--- config.mk ---
export PLATFORM = sky130hd
export DESIGN_NAME = vga_line_streamer_flat
export DESIGN_NICKNAME = d
export VERILOG_FILES = /design/src/rtl/vga_timing_pkg.sv /design/src/rtl/vga_line_streamer_if.sv /design/src/rtl/vga_timing_gen.sv /design/src/rtl/vga_line_streamer.sv /design/src/flat_wrapper.sv
export SDC_FILE = /design/constraint.sdc
export NUM_CORES = 1
export LEC_CHECK = 0
export BUFFER_PORTS_ARGS = -buffer_cell sky130_fd_sc_hd__buf_4
export CORE_UTILIZATION = 35
export CTS_BUF_LIST = sky130_fd_sc_hd__clkbuf_2 sky130_fd_sc_hd__clkbuf_4 sky130_fd_sc_hd__clkbuf_8
export DETAILED_ROUTE_END_ITERATION = 10
export GPL_TIMING_DRIVEN = 0
export SYNTH_ARGS = -nofsm -noshare
export SYNTH_HDL_FRONTEND = slang
export SYNTH_SLANG_ARGS = --single-unit
export TNS_END_PERCENT = 100
--- constraint.sdc ---
create_clock -name clk -period 3.9 [get_ports clk]
set_clock_uncertainty 0.05 [all_clocks]
set_input_delay 0.78 -clock clk [delete_from_list [all_inputs] [get_ports clk]]
set_output_delay 0.78 -clock clk [all_outputs]
set_load 0.01 [all_outputs]
--- src/rtl/vga_timing_pkg.sv ---
// Shared 1280x1024@60 timing constants, counter widths and the timing bundle
// handed from the counter block to display consumers.
package vga_timing_pkg;

  localparam int H_VISIBLE = 1280;
  localparam int H_FP      = 48;
  localparam int H_SYNC    = 112;
  localparam int H_BP      = 248;
  localparam int V_VISIBLE = 1024;
  localparam int V_FP      = 1;
  localparam int V_SYNC    = 3;
  localparam int V_BP      = 38;

  localparam int H_TOTAL      = H_VISIBLE + H_FP + H_SYNC + H_BP;
  localparam int V_TOTAL      = V_VISIBLE + V_FP + V_SYNC + V_BP;
  localparam int H_SYNC_START = H_VISIBLE + H_FP;
  localparam int H_SYNC_END   = H_SYNC_START + H_SYNC;
  localparam int V_SYNC_START = V_VISIBLE + V_FP;
  localparam int V_SYNC_END   = V_SYNC_START + V_SYNC;

  localparam int H_W    = 11;
  localparam int V_W    = 11;
  localparam int LINE_W = 13;
  localparam int PIX_W  = 8;

  typedef enum logic {ST_IDLE = 1'b0, ST_RUN = 1'b1} run_state_e;

  typedef struct packed {
    logic           running;
    logic [H_W-1:0] h;
    logic [V_W-1:0] v;
    logic           visible;
    logic           hsync_act;
    logic           vsync_act;
    logic           frame_origin;
  } timing_t;

endpackage

--- src/rtl/vga_line_streamer_if.sv ---
// Pixel-side bundle of the line streamer: run control, FIFO read port,
// loader request and the video outputs.
interface vga_line_streamer_if;
  import vga_timing_pkg::*;

  logic              en;
  logic              clr_underflow;
  logic [LINE_W-1:0] line_to_load;
  logic              load_req;
  logic              fifo_aclr;
  logic              fifo_empty;
  logic [PIX_W-1:0]  fifo_data;
  logic              fifo_rdreq;
  logic [PIX_W-1:0]  pixel;
  logic              blank_n;
  logic              hsync;
  logic              vsync;
  logic              frame_start;
  logic              underflow;

  modport master (
    input  en, clr_underflow, fifo_empty, fifo_data,
    output line_to_load, load_req, fifo_aclr, fifo_rdreq,
           pixel, blank_n, hsync, vsync, frame_start, underflow
  );

  modport slave (
    output en, clr_underflow, fifo_empty, fifo_data,
    input  line_to_load, load_req, fifo_aclr, fifo_rdreq,
           pixel, blank_n, hsync, vsync, frame_start, underflow
  );
endinterface

--- src/rtl/vga_timing_gen.sv ---
// h/v raster counters with a run/idle controller; decodes visible and sync
// regions from the live counter values.
module vga_timing_gen
  import vga_timing_pkg::*;
#(
  parameter int H_VISIBLE = vga_timing_pkg::H_VISIBLE,
  parameter int H_FP      = vga_timing_pkg::H_FP,
  parameter int H_SYNC    = vga_timing_pkg::H_SYNC,
  parameter int H_BP      = vga_timing_pkg::H_BP,
  parameter int V_VISIBLE = vga_timing_pkg::V_VISIBLE,
  parameter int V_FP      = vga_timing_pkg::V_FP,
  parameter int V_SYNC    = vga_timing_pkg::V_SYNC,
  parameter int V_BP      = vga_timing_pkg::V_BP
) (
  input  logic    clk,
  input  logic    rst_n,
  input  logic    en,
  output timing_t tm
);

  localparam int H_TOT = H_VISIBLE + H_FP + H_SYNC + H_BP;
  localparam int V_TOT = V_VISIBLE + V_FP + V_SYNC + V_BP;
  localparam logic [H_W-1:0] H_LAST   = H_W'(H_TOT - 1);
  localparam logic [V_W-1:0] V_LAST   = V_W'(V_TOT - 1);
  localparam logic [H_W-1:0] H_VIS_L  = H_W'(H_VISIBLE);
  localparam logic [V_W-1:0] V_VIS_L  = V_W'(V_VISIBLE);
  localparam logic [H_W-1:0] HS_START = H_W'(H_VISIBLE + H_FP);
  localparam logic [H_W-1:0] HS_END   = H_W'(H_VISIBLE + H_FP + H_SYNC);
  localparam logic [V_W-1:0] VS_START = V_W'(V_VISIBLE + V_FP);
  localparam logic [V_W-1:0] VS_END   = V_W'(V_VISIBLE + V_FP + V_SYNC);

  run_state_e     state, state_nxt;
  logic [H_W-1:0] h;
  logic [V_W-1:0] v;
  logic           running, line_end, frame_wrap;

  assign running    = (state == ST_RUN);
  assign line_end   = (h == H_LAST);
  assign frame_wrap = line_end && (v == V_LAST);

  always_ff @(posedge clk) begin
    if (!rst_n) state <= ST_IDLE;
    else        state <= state_nxt;
  end

  // en only matters at the wrap point once running, so frames always finish
  always_comb begin
    state_nxt = state;
    case (state)
      ST_IDLE: if (en) state_nxt = ST_RUN;
      ST_RUN:  if (frame_wrap && !en) state_nxt = ST_IDLE;
      default: state_nxt = ST_IDLE;
    endcase
  end

  always_ff @(posedge clk) begin
    if (!rst_n || !running) begin
      h <= '0;
      v <= '0;
    end else if (line_end) begin
      h <= '0;
      v <= (v == V_LAST) ? '0 : v + V_W'(1);
    end else begin
      h <= h + H_W'(1);
    end
  end

  always_comb begin
    tm              = '0;
    tm.running      = running;
    tm.h            = h;
    tm.v            = v;
    tm.visible      = running && (h < H_VIS_L) && (v < V_VIS_L);
    tm.hsync_act    = running && (h >= HS_START) && (h < HS_END);
    tm.vsync_act    = running && (v >= VS_START) && (v < VS_END);
    tm.frame_origin = running && (h == '0) && (v == '0);
  end

endmodule

--- src/rtl/vga_line_streamer.sv ---
// Streams one FIFO byte per visible pixel onto registered grey-level video,
// prefetching each display line one raster line ahead through the loader.
module vga_line_streamer
  import vga_timing_pkg::*;
#(
  parameter int   H_VISIBLE = vga_timing_pkg::H_VISIBLE,
  parameter int   H_FP      = vga_timing_pkg::H_FP,
  parameter int   H_SYNC    = vga_timing_pkg::H_SYNC,
  parameter int   H_BP      = vga_timing_pkg::H_BP,
  parameter int   V_VISIBLE = vga_timing_pkg::V_VISIBLE,
  parameter int   V_FP      = vga_timing_pkg::V_FP,
  parameter int   V_SYNC    = vga_timing_pkg::V_SYNC,
  parameter int   V_BP      = vga_timing_pkg::V_BP,
  parameter logic SYNC_POL  = 1'b1
) (
  input logic               clk,
  input logic               rst_n,
  vga_line_streamer_if.master bus
);

  localparam int V_TOT = V_VISIBLE + V_FP + V_SYNC + V_BP;
  localparam logic [V_W-1:0] V_LAST     = V_W'(V_TOT - 1);
  localparam logic [V_W-1:0] V_REQ_LAST = V_W'(V_VISIBLE - 1);
  localparam logic [H_W-1:0] H_REQ      = H_W'(H_VISIBLE);

  timing_t           tm;
  logic              req_fire;
  logic [LINE_W-1:0] next_line;

  vga_timing_gen #(
    .H_VISIBLE(H_VISIBLE), .H_FP(H_FP), .H_SYNC(H_SYNC), .H_BP(H_BP),
    .V_VISIBLE(V_VISIBLE), .V_FP(V_FP), .V_SYNC(V_SYNC), .V_BP(V_BP)
  ) u_timing (
    .clk   (clk),
    .rst_n (rst_n),
    .en    (bus.en),
    .tm    (tm)
  );

  // Fires once the current line's pixels are done; the last blanking line
  // fetches line 0 of the next frame, after vsync has flushed the FIFO.
  assign req_fire  = tm.running && (tm.h == H_REQ) &&
                     ((tm.v == V_LAST) || (tm.v < V_REQ_LAST));
  assign next_line = (tm.v == V_LAST) ? '0 : LINE_W'(tm.v) + LINE_W'(1);

  assign bus.fifo_rdreq = tm.visible & ~bus.fifo_empty;

  always_ff @(posedge clk) begin
    if (!rst_n) begin
      bus.pixel        <= '0;
      bus.blank_n      <= 1'b0;
      bus.hsync        <= ~SYNC_POL;
      bus.vsync        <= ~SYNC_POL;
      bus.frame_start  <= 1'b0;
      bus.load_req     <= 1'b0;
      bus.line_to_load <= '0;
      bus.fifo_aclr    <= 1'b0;
      bus.underflow    <= 1'b0;
    end else begin
      bus.pixel       <= (tm.visible && !bus.fifo_empty) ? bus.fifo_data : '0;
      bus.blank_n     <= tm.visible;
      bus.hsync       <= tm.hsync_act ? SYNC_POL : ~SYNC_POL;
      bus.vsync       <= tm.vsync_act ? SYNC_POL : ~SYNC_POL;
      bus.frame_start <= tm.frame_origin;
      bus.load_req    <= req_fire;
      if (req_fire) bus.line_to_load <= next_line;
      bus.fifo_aclr   <= tm.vsync_act;
      // a fresh underflow outranks a simultaneous clear
      if (tm.visible && bus.fifo_empty) bus.underflow <= 1'b1;
      else if (bus.clr_underflow)       bus.underflow <= 1'b0;
    end
  end

endmodule

--- src/flat_wrapper.sv ---
// flat-port wrapper written by rule: the top's interface ports become plain ports
module vga_line_streamer_flat import vga_timing_pkg::*;
#(
  parameter int   H_VISIBLE = vga_timing_pkg::H_VISIBLE,
  parameter int   H_FP      = vga_timing_pkg::H_FP,
  parameter int   H_SYNC    = vga_timing_pkg::H_SYNC,
  parameter int   H_BP      = vga_timing_pkg::H_BP,
  parameter int   V_VISIBLE = vga_timing_pkg::V_VISIBLE,
  parameter int   V_FP      = vga_timing_pkg::V_FP,
  parameter int   V_SYNC    = vga_timing_pkg::V_SYNC,
  parameter int   V_BP      = vga_timing_pkg::V_BP,
  parameter logic SYNC_POL  = 1'b1
)
  (clk, rst_n, bus_en, bus_clr_underflow, bus_fifo_empty, bus_fifo_data, bus_line_to_load, bus_load_req, bus_fifo_aclr, bus_fifo_rdreq, bus_pixel, bus_blank_n, bus_hsync, bus_vsync, bus_frame_start, bus_underflow);
  vga_line_streamer_if bus_i ();
  input logic clk;
  input logic rst_n;
  input wire logic [$bits(bus_i.en)-1:0] bus_en;
  input wire logic [$bits(bus_i.clr_underflow)-1:0] bus_clr_underflow;
  input wire logic [$bits(bus_i.fifo_empty)-1:0] bus_fifo_empty;
  input wire logic [$bits(bus_i.fifo_data)-1:0] bus_fifo_data;
  output wire logic [$bits(bus_i.line_to_load)-1:0] bus_line_to_load;
  output wire logic [$bits(bus_i.load_req)-1:0] bus_load_req;
  output wire logic [$bits(bus_i.fifo_aclr)-1:0] bus_fifo_aclr;
  output wire logic [$bits(bus_i.fifo_rdreq)-1:0] bus_fifo_rdreq;
  output wire logic [$bits(bus_i.pixel)-1:0] bus_pixel;
  output wire logic [$bits(bus_i.blank_n)-1:0] bus_blank_n;
  output wire logic [$bits(bus_i.hsync)-1:0] bus_hsync;
  output wire logic [$bits(bus_i.vsync)-1:0] bus_vsync;
  output wire logic [$bits(bus_i.frame_start)-1:0] bus_frame_start;
  output wire logic [$bits(bus_i.underflow)-1:0] bus_underflow;
  assign bus_i.en = bus_en;
  assign bus_i.clr_underflow = bus_clr_underflow;
  assign bus_i.fifo_empty = bus_fifo_empty;
  assign bus_i.fifo_data = bus_fifo_data;
  assign bus_line_to_load = bus_i.line_to_load;
  assign bus_load_req = bus_i.load_req;
  assign bus_fifo_aclr = bus_i.fifo_aclr;
  assign bus_fifo_rdreq = bus_i.fifo_rdreq;
  assign bus_pixel = bus_i.pixel;
  assign bus_blank_n = bus_i.blank_n;
  assign bus_hsync = bus_i.hsync;
  assign bus_vsync = bus_i.vsync;
  assign bus_frame_start = bus_i.frame_start;
  assign bus_underflow = bus_i.underflow;
  vga_line_streamer #(.H_VISIBLE(H_VISIBLE), .H_FP(H_FP), .H_SYNC(H_SYNC), .H_BP(H_BP), .V_VISIBLE(V_VISIBLE), .V_FP(V_FP), .V_SYNC(V_SYNC), .V_BP(V_BP), .SYNC_POL(SYNC_POL)) u_core (.clk(clk), .rst_n(rst_n), .bus(bus_i));
endmodule
==> results of run 1 <==
-- final timing paths --
check                               endpoint  slack, ps  cells past startpoint
setup / recovery  u_core.bus.line_to_load[3]       1480                      6
hold / removal    u_core.bus.line_to_load[7]        420                      2
setup reg to reg  u_core.bus.line_to_load[3]       1480                      6
hold reg to reg   u_core.bus.line_to_load[7]        420                      2
-- kinds of logic after synthesis --
family                     count (synthesis)
AOI/OAI and AO/OA                         41
xor gates and xnor gates                  15
adders and majority gates                  5
buffers and inverters                     21
DFF                                       49
muxes                                      3
other                                      1
and+or+nand+nor                          105
-- per-layer routing --
layer | global-route usage, % | share of wire (%)
met1 | 21.2 | 46
met2 | 24.9 | 46
met3 | 3.93 | 6.2
met4 | 7.50 | 2.3
met5 | 0 | 0
-- worst reg2reg max path, delay by kind of cell (launching register included) --
family,cells,cell delay [ps]
and+or+nand+nor,2,1000
DFF,1,300
buffers and inverters,2,320
AOI/OAI and AO/OA,2,620
-- power by group --
group	internal [W]	switching, W
Combinational	0.0000192	0.0000201
Clock	0.000209	0.000173
Sequential	0.000505	0.00000273
Total	0.000733	0.000196
-- layout by cell type, fill, tap and decap left out, types with 5 or more instances in the layout --
cell and instances:
sky130_fd_sc_hd__and2_1 10, sky130_fd_sc_hd__ha_1 5, sky130_fd_sc_hd__buf_4 42, sky130_fd_sc_hd__xor2_1 10
sky130_fd_sc_hd__xnor2_1 5, sky130_fd_sc_hd__clkbuf_8 6, sky130_fd_sc_hd__o21ai_0 7, sky130_fd_sc_hd__o22ai_1 9
sky130_fd_sc_hd__nand4_1 8, sky130_fd_sc_hd__inv_1 7, sky130_fd_sc_hd__nand2_1 25, sky130_fd_sc_hd__clkbuf_1 9
sky130_fd_sc_hd__or3_1 8, sky130_fd_sc_hd__nand3_1 11, sky130_fd_sc_hd__nor2_1 12, sky130_fd_sc_hd__a21oi_1 6
sky130_fd_sc_hd__dfxtp_1 49
-- state kept, by name (all words and copies together) (netlist names) --
register / cells
u_core.bus.line_to_load: 12
u_core.u_timing.h: 11
u_core.u_timing.v: 11
u_core.bus.pixel: 8
u_core.bus.blank_n: 1
u_core.bus.frame_start: 1
u_core.bus.hsync: 1
u_core.bus.load_req: 1
u_core.bus.underflow: 1
u_core.bus.vsync: 1
u_core.u_timing.running: 1
-- stage by stage --
| step | hold slack, ps | std cells | total power [W] |
|---|---|---|---|
| 2_1_floorplan | 376 | 240 | 0.000537 |
| 3_3_place_gp | 396 | 355 | 0.000559 |
| 3_5_place_dp | 407 | 355 | 0.000559 |
| 4_1_cts | 421 | 363 | 0.000943 |
| 5_1_grt | 440 | 363 | 0.000968 |
| 6_report | 416 | 363 | 0.000928 |
-- cell type report --
cell class	instances	area [µm²]
clock buffers	6	82.6
multi-input cells	170	1100
well taps	75	93.8
flip-flops and latches	49	981
repair buffers	40	300
clock inverters	2	37.5
fillers	599	3260
plain buffers	14	76.3
inverters	7	26.3
==> impl_metrics.sql, run 1 <==
INSERT INTO impl_metrics (metric_group, metric, value, unit) VALUES
('clock_network', 'root_buffer', 'sky130_fd_sc_hd__clkbuf_8', ''),
('timing', 'rsz0062_at_grt', 'no', ''),
('logic_synthesis', 'post_synth.cell_area_avg', '9.10', 'µm²'),
('layout', 'num_antenna_cells', '0', ''),
('timing', 'slew_headroom', '59.5', '%'),
('logic_synthesis', 'post-synth-top-count-cell', 'sky130_fd_sc_hd__dfxtp_1', ''),
('clock_network', 'clock_tree.buffer_depth', '2', ''),
('logic_synthesis', 'synth_edf_count', '0', ''),
('place', 'dp_hpwl', '3.38', 'mm'),
('clock_network', 'numClockSinks', '49', ''),
('critical_path', 'timing.critical_path.cells', 'buf_2 > or4_1 > or4_1 > buf_6 > o32ai_4 > o22ai_1', ''),
('pwr', 'cellPowerDensity', '344', 'nW/µm²'),
('die', 'start_util', '36.7', '%'),
('clock_network', 'clk_pin_slew_worst_paths', '90', 'ps'),
('critical_path', 'worst-setup-path-type', 'reg2reg', ''),
('routing', 'vias', '1871', ''),
('critical_path', 'critical_path_data_arrival_time', '2550', 'ps'),
('die', 'design.core.area', '5960', 'µm²'),
('pwr', 'p_leak', '1.07', 'nW'),
('layout', 'nNetsFinal', '305', ''),
('logic_synthesis', 'ys_seq_area_share', '44.9', '%'),
('place', 'dp_worst_setup_slack', '1450', 'ps'),
('logic_synthesis', 'synth_fp_nets', '258', ''),
('timing', 'setup_viol', '0', ''),
('layout', 'area_growth', '23.6', '%'),
('timing', 'timing.final.max_slew_violations', '0', ''),
('logic_synthesis', 'synth-seq-cells', '49', ''),
('place', 'placement.io_buffers', '40', ''),
('hold_path', 'min_from', 'u_core.bus.line_to_load[7]', ''),
('logic_synthesis', 'ys_types', '45', ''),
('logic_synthesis', 'synth_simple_gate_area_share', '26.5', '%'),
('routing', 'first_iteration_detailed_routing_drc_count', '84', ''),
('timing', 'fin_setup_tns', '0', 'ps'),
('layout', 'design_area', '2700', 'µm²'),
('logic_synthesis', 'post_synth_fa_ha_maj_area_fraction', '2.87', '%'),
('clock_network', 'clock_buffers_created_by_tritoncts', '5', ''),
('routing', 'drt-total-wl', '4.78', 'mm'),
('logic_synthesis', 'synth.cells.most_frequent', 'sky130_fd_sc_hd__dfxtp_1 (49), sky130_fd_sc_hd__nand2_1 (25), sky130_fd_sc_hd__nor2_1 (12)', ''),
('clock_network', 'worst_skew_pair_later_pin_latency', '300', 'ps'),
('timing', 'setup_ws', '1480', 'ps'),
('logic_synthesis', 'synth_top_area_share', '44.9', '%'),
('routing', 'detail_route.wl_per_cell', '13.2', 'µm'),
('global_route', 'overflow', '0', ''),
('critical_path', 'timing.critical_path.slowest_cell_delay', '510', 'ps'),
('logic_synthesis', 'synth_cells', '240', ''),
('logic_synthesis', 'yosys.area.top_type', 'sky130_fd_sc_hd__dfxtp_1', ''),
('logic_synthesis', 'synth-async-reset-ratio', '0', '%'),
('die', 'die_height', '81.0', 'µm'),
('hold_path', 'hold_path_class', 'reg2reg', ''),
('critical_path', 'critPathLaunch', 'u_core.u_timing.v[4]', ''),
('global_route', 'grt_max_degree', '16', ''),
('global_route', 'global_route_wire_length_before_repair', '7.94', 'mm'),
('place', 'placement.cell_area', '2580', 'µm²'),
('logic_synthesis', 'synth.area.top_cells', 'sky130_fd_sc_hd__dfxtp_1 (45%), sky130_fd_sc_hd__nand2_1 (4.3%), sky130_fd_sc_hd__xor2_1 (4.0%)', ''),
('flow_run', 'maxCapViolations', '0', ''),
('clock_network', 'tritoncts', 'yes', ''),
('global_route', 'initial_antenna_violation_count', '0', ''),
('timing', 'fmax', '413', 'MHz'),
('layout', 'final_util', '45.3', '%'),
('critical_path', 'dominant_delay_contributor_by_cell_family_on_the_critical_path', 'simple AND/OR/NAND/NOR gates', ''),
('timing', 'endpoints_failing_hold', '0', ''),
('routing', 'drc_errors', '0', ''),
('routing', 'detail_route.first_pass.iterations', '4', ''),
('die', 'die_area', '6560', 'µm²'),
('logic_synthesis', 'post_synth_mux_area_share', '1.38', '%'),
('critical_path', 'worst_r2r_startpoint', 'u_core.u_timing.v[4]', ''),
('timing', 'final_min_period_over_clock_period', '62.2', '%'),
('outcome', 'outcome', 'completed', ''),
('clock_network', 'cts-hold-fix-buffers', '0', ''),
('routing', 'vias_per_cell', '5.15', ''),
('die', 'row_count', '28', '');
(Power assumes the default switching activity.)
==> run 2: changes to the inputs <==
==> constraint.sdc (replaced) <==
create_clock -name clk -period 2.45 [get_ports clk]
set_clock_uncertainty 0.05 [all_clocks]
set_input_delay 0.49 -clock clk [delete_from_list [all_inputs] [get_ports clk]]
set_output_delay 0.49 -clock clk [all_outputs]
set_load 0.01 [all_outputs]
==> impl_metrics.sql, run 2 (same netlist as run 1, synthesis figures left out) <==
INSERT INTO impl_metrics (metric_group, metric, value, unit) VALUES
('die', 'start_util', '36.7', '%'),
('place', 'placement.cell_area', '2580', 'µm²'),
('timing', 'rsz0062_at_grt', 'no', ''),
('critical_path', 'rr_worst_depth', '7', ''),
('die', 'die_height', '81.0', 'µm'),
('layout', 'area_growth', '24.8', '%'),
('die', 'row_count', '28', ''),
('clock_network', 'clock_tree.buffer_depth', '2', ''),
('place', 'dp_hpwl', '3.38', 'mm'),
('clock_network', 'root_buffer', 'sky130_fd_sc_hd__clkbuf_8', ''),
('layout', 'largestRegisters', 'u_core.bus.line_to_load x12, u_core.u_timing.h x11, u_core.u_timing.v x11', ''),
('routing', 'postRouteAntennaNets', '0', ''),
('critical_path', 'dominant_delay_contributor_by_cell_family_on_the_critical_path', 'simple AND/OR/NAND/NOR gates', ''),
('place', 'dp_worst_setup_slack', '-0.711', 'ps'),
('clock_network', 'tritoncts', 'yes', ''),
('timing', 'slew_headroom', '60.7', '%'),
('timing', 'setup_ws', '102', 'ps'),
('critical_path', 'timing.critical_path.buf_inv', '3', ''),
('pwr', 'cellPowerDensity', '543', 'nW/µm²'),
('timing', 'tightest_slew', '589', 'ps'),
('die', 'design.core.area', '5960', 'µm²'),
('clock_network', 'numClockSinks', '49', ''),
('timing', 'final.min_clock_period', '2350', 'ps'),
('timing', 'setup_viol', '0', ''),
('layout', 'layout_commonest_cell', 'sky130_fd_sc_hd__dfxtp_1', ''),
('layout', 'final_util', '45.7', '%'),
('clock_network', 'cts_max_level', '2', ''),
('global_route', 'grt_pass1_vias', '1615', ''),
('timing', 'endpoints_failing_hold', '0', ''),
('critical_path', 'critPathLaunch', 'u_core.u_timing.v[4]', ''),
('clock_network', 'worst_skew_pair_later_pin_latency', '300', 'ps'),
('hold_path', 'hold_path_class', 'in2reg', ''),
('hold_path', 'whs_endpoint', 'u_core.bus.pixel[1]', ''),
('hold_path', 'min_delay_path_depth', '2', ''),
('layout', 'num_antenna_cells', '0', ''),
('layout', 'drive_above_1_share', '21.1', '%'),
('timing', 'final_min_period_over_clock_period', '95.8', '%'),
('critical_path', 'worst_r2r_startpoint', 'u_core.u_timing.v[4]', ''),
('die', 'ioPinCount', '42', ''),
('die', 'die_area', '6560', 'µm²'),
('critical_path', 'critical_path.startpoint_type', 'flop', ''),
('die', 'floorplan_die_width', '81.0', 'µm'),
('global_route', 'grt_usage', '16.2', '%'),
('critical_path', 'r2r-end', 'u_core.bus.line_to_load[3]', ''),
('layout', 'top_register', 'u_core.bus.line_to_load', ''),
('layout', 'largest_reg_flops', '12', ''),
('layout', 'mostFrequentLayoutCells', 'sky130_fd_sc_hd__dfxtp_1 (49), sky130_fd_sc_hd__buf_4 (42), sky130_fd_sc_hd__nand2_1 (25), sky130_fd_sc_hd__nor2_1 (12), sky130_fd_sc_hd__nand3_1 (11)', ''),
('routing', 'drc_errors', '0', ''),
('global_route', 'initial_antenna_violation_count', '0', ''),
('flow_run', 'maxCapViolations', '0', ''),
('routing', 'detail_route.wl_per_cell', '13.2', 'µm'),
('global_route', 'global_route_wire_length_before_repair', '7.94', 'mm'),
('pwr', 'total_power', '0.00148', 'W'),
('layout', 'design_area', '2720', 'µm²'),
('critical_path', 'timing.critical_path.slowest_cell_delay', '510', 'ps'),
('critical_path', 'timing.critical_path.cells', 'buf_2 > or4_1 > or4_1 > buf_6 > o32ai_4 > buf_12 > o22ai_1', ''),
('critical_path', 'critical_path_data_arrival_time', '2480', 'ps'),
('pwr', 'max_ir_drop_vdd', '0.000205', 'V'),
('critical_path', 'timing.critical_path.slowest_stage_cell', 'sky130_fd_sc_hd__or4_1', ''),
('timing', 'timing.final.max_slew_violations', '0', ''),
('routing', 'detail_route.first_pass.iterations', '4', ''),
('clock_network', 'clk_pin_slew_worst_paths', '90', 'ps'),
('global_route', 'grt_max_degree', '16', ''),
('critical_path', 'end_kind', 'flop', ''),
('global_route', 'overflow', '0', ''),
('critical_path', 'cp_common_cell', 'sky130_fd_sc_hd__or4_1', ''),
('outcome', 'outcome', 'completed', ''),
('critical_path', 'r2r_setup_slack', '100', 'ps'),
('place', 'placement.io_buffers', '40', ''),
('routing', 'first_iteration_detailed_routing_drc_count', '110', ''),
('critical_path', 'worst-endpoint-required', '2580', 'ps'),
('layout', 'nNetsFinal', '306', ''),
('critical_path', 'worst-setup-path-type', 'reg2reg', ''),
('routing', 'vias', '1887', ''),
('critical_path', 'critical_path_peak_fanout', '9', ''),
('place', 'gp_routability_congestion', '0.854', ''),
('clock_network', 'clock_buffers_created_by_tritoncts', '5', ''),
('clock_network', 'cts-hold-fix-buffers', '0', ''),
('pwr', 'p_leak', '1.08', 'nW'),
('hold_path', 'min_from', 'bus_fifo_data[1]', ''),
('routing', 'vias_per_cell', '5.18', ''),
('timing', 'fmax', '426', 'MHz'),
('routing', 'drt-total-wl', '4.80', 'mm');
run 2: changes by cell type in the layout (fill, tap and decap cells not counted):
cell and change:
sky130_fd_sc_hd__buf_12 +1, sky130_fd_sc_hd__clkbuf_1 -1, sky130_fd_sc_hd__clkbuf_2 +1, sky130_fd_sc_hd__nor3_1 -1
sky130_fd_sc_hd__nor3_2 +1
run 2: cell type report:
type / instances / area (µm²)
clock inverter: 2 / 37.5
fill: 595 / 3230
tap: 75 / 93.8
sequential: 49 / 981
multi-input combinational: 170 / 1100
clock buffer: 6 / 82.6
timing repair buffer: 41 / 320
buffer: 14 / 77.6
inverter: 7 / 26.3
run 2: worst max path at each step:
stage	to	cells past startpoint
floorplan	u_core.bus.line_to_load[11]	6
global placement	u_core.bus.line_to_load[9]	6
detailed placement	u_core.bus.line_to_load[3]	6
CTS	u_core.bus.line_to_load[3]	6
global route	u_core.bus.line_to_load[3]	7
finish	u_core.bus.line_to_load[3]	7
run 2: stage by stage:
| stage | hold WS [ps] | std cells | TNS [ps] |
|---|---|---|---|
| finish | 328 | 364 | 0 |
| global route | 319 | 364 | 0 |
| CTS | 323 | 363 | 0 |
| detailed placement | 407 | 355 | -0.711 |
| global placement | 396 | 355 | 0 |
| floorplan | 376 | 240 | 0 |
run 2: power breakdown:
group          internal [W]  switching [W]  leakage (nW)
Combinational     0.0000308      0.0000323         0.624
Clock              0.000332       0.000276        0.0574
Sequential         0.000804     0.00000429         0.396
run 2: what timing repair did:
item / CTS / global route
setup endpoints to repair: 2 / 20
gates resized for setup: 0 / 3
setup buffers: 0 / 1
pin swaps: 1 / 2
run 2: per-layer routing:
layer | share of wire [%] | track usage (%) | up-vias
met5 | 0 | 0 | -
met4 | 2.9 | 7.50 | 0
met3 | 5.8 | 3.93 | 12
met2 | 45 | 24.9 | 47
met1 | 46 | 21.2 | 879
li1 | - | - | 949
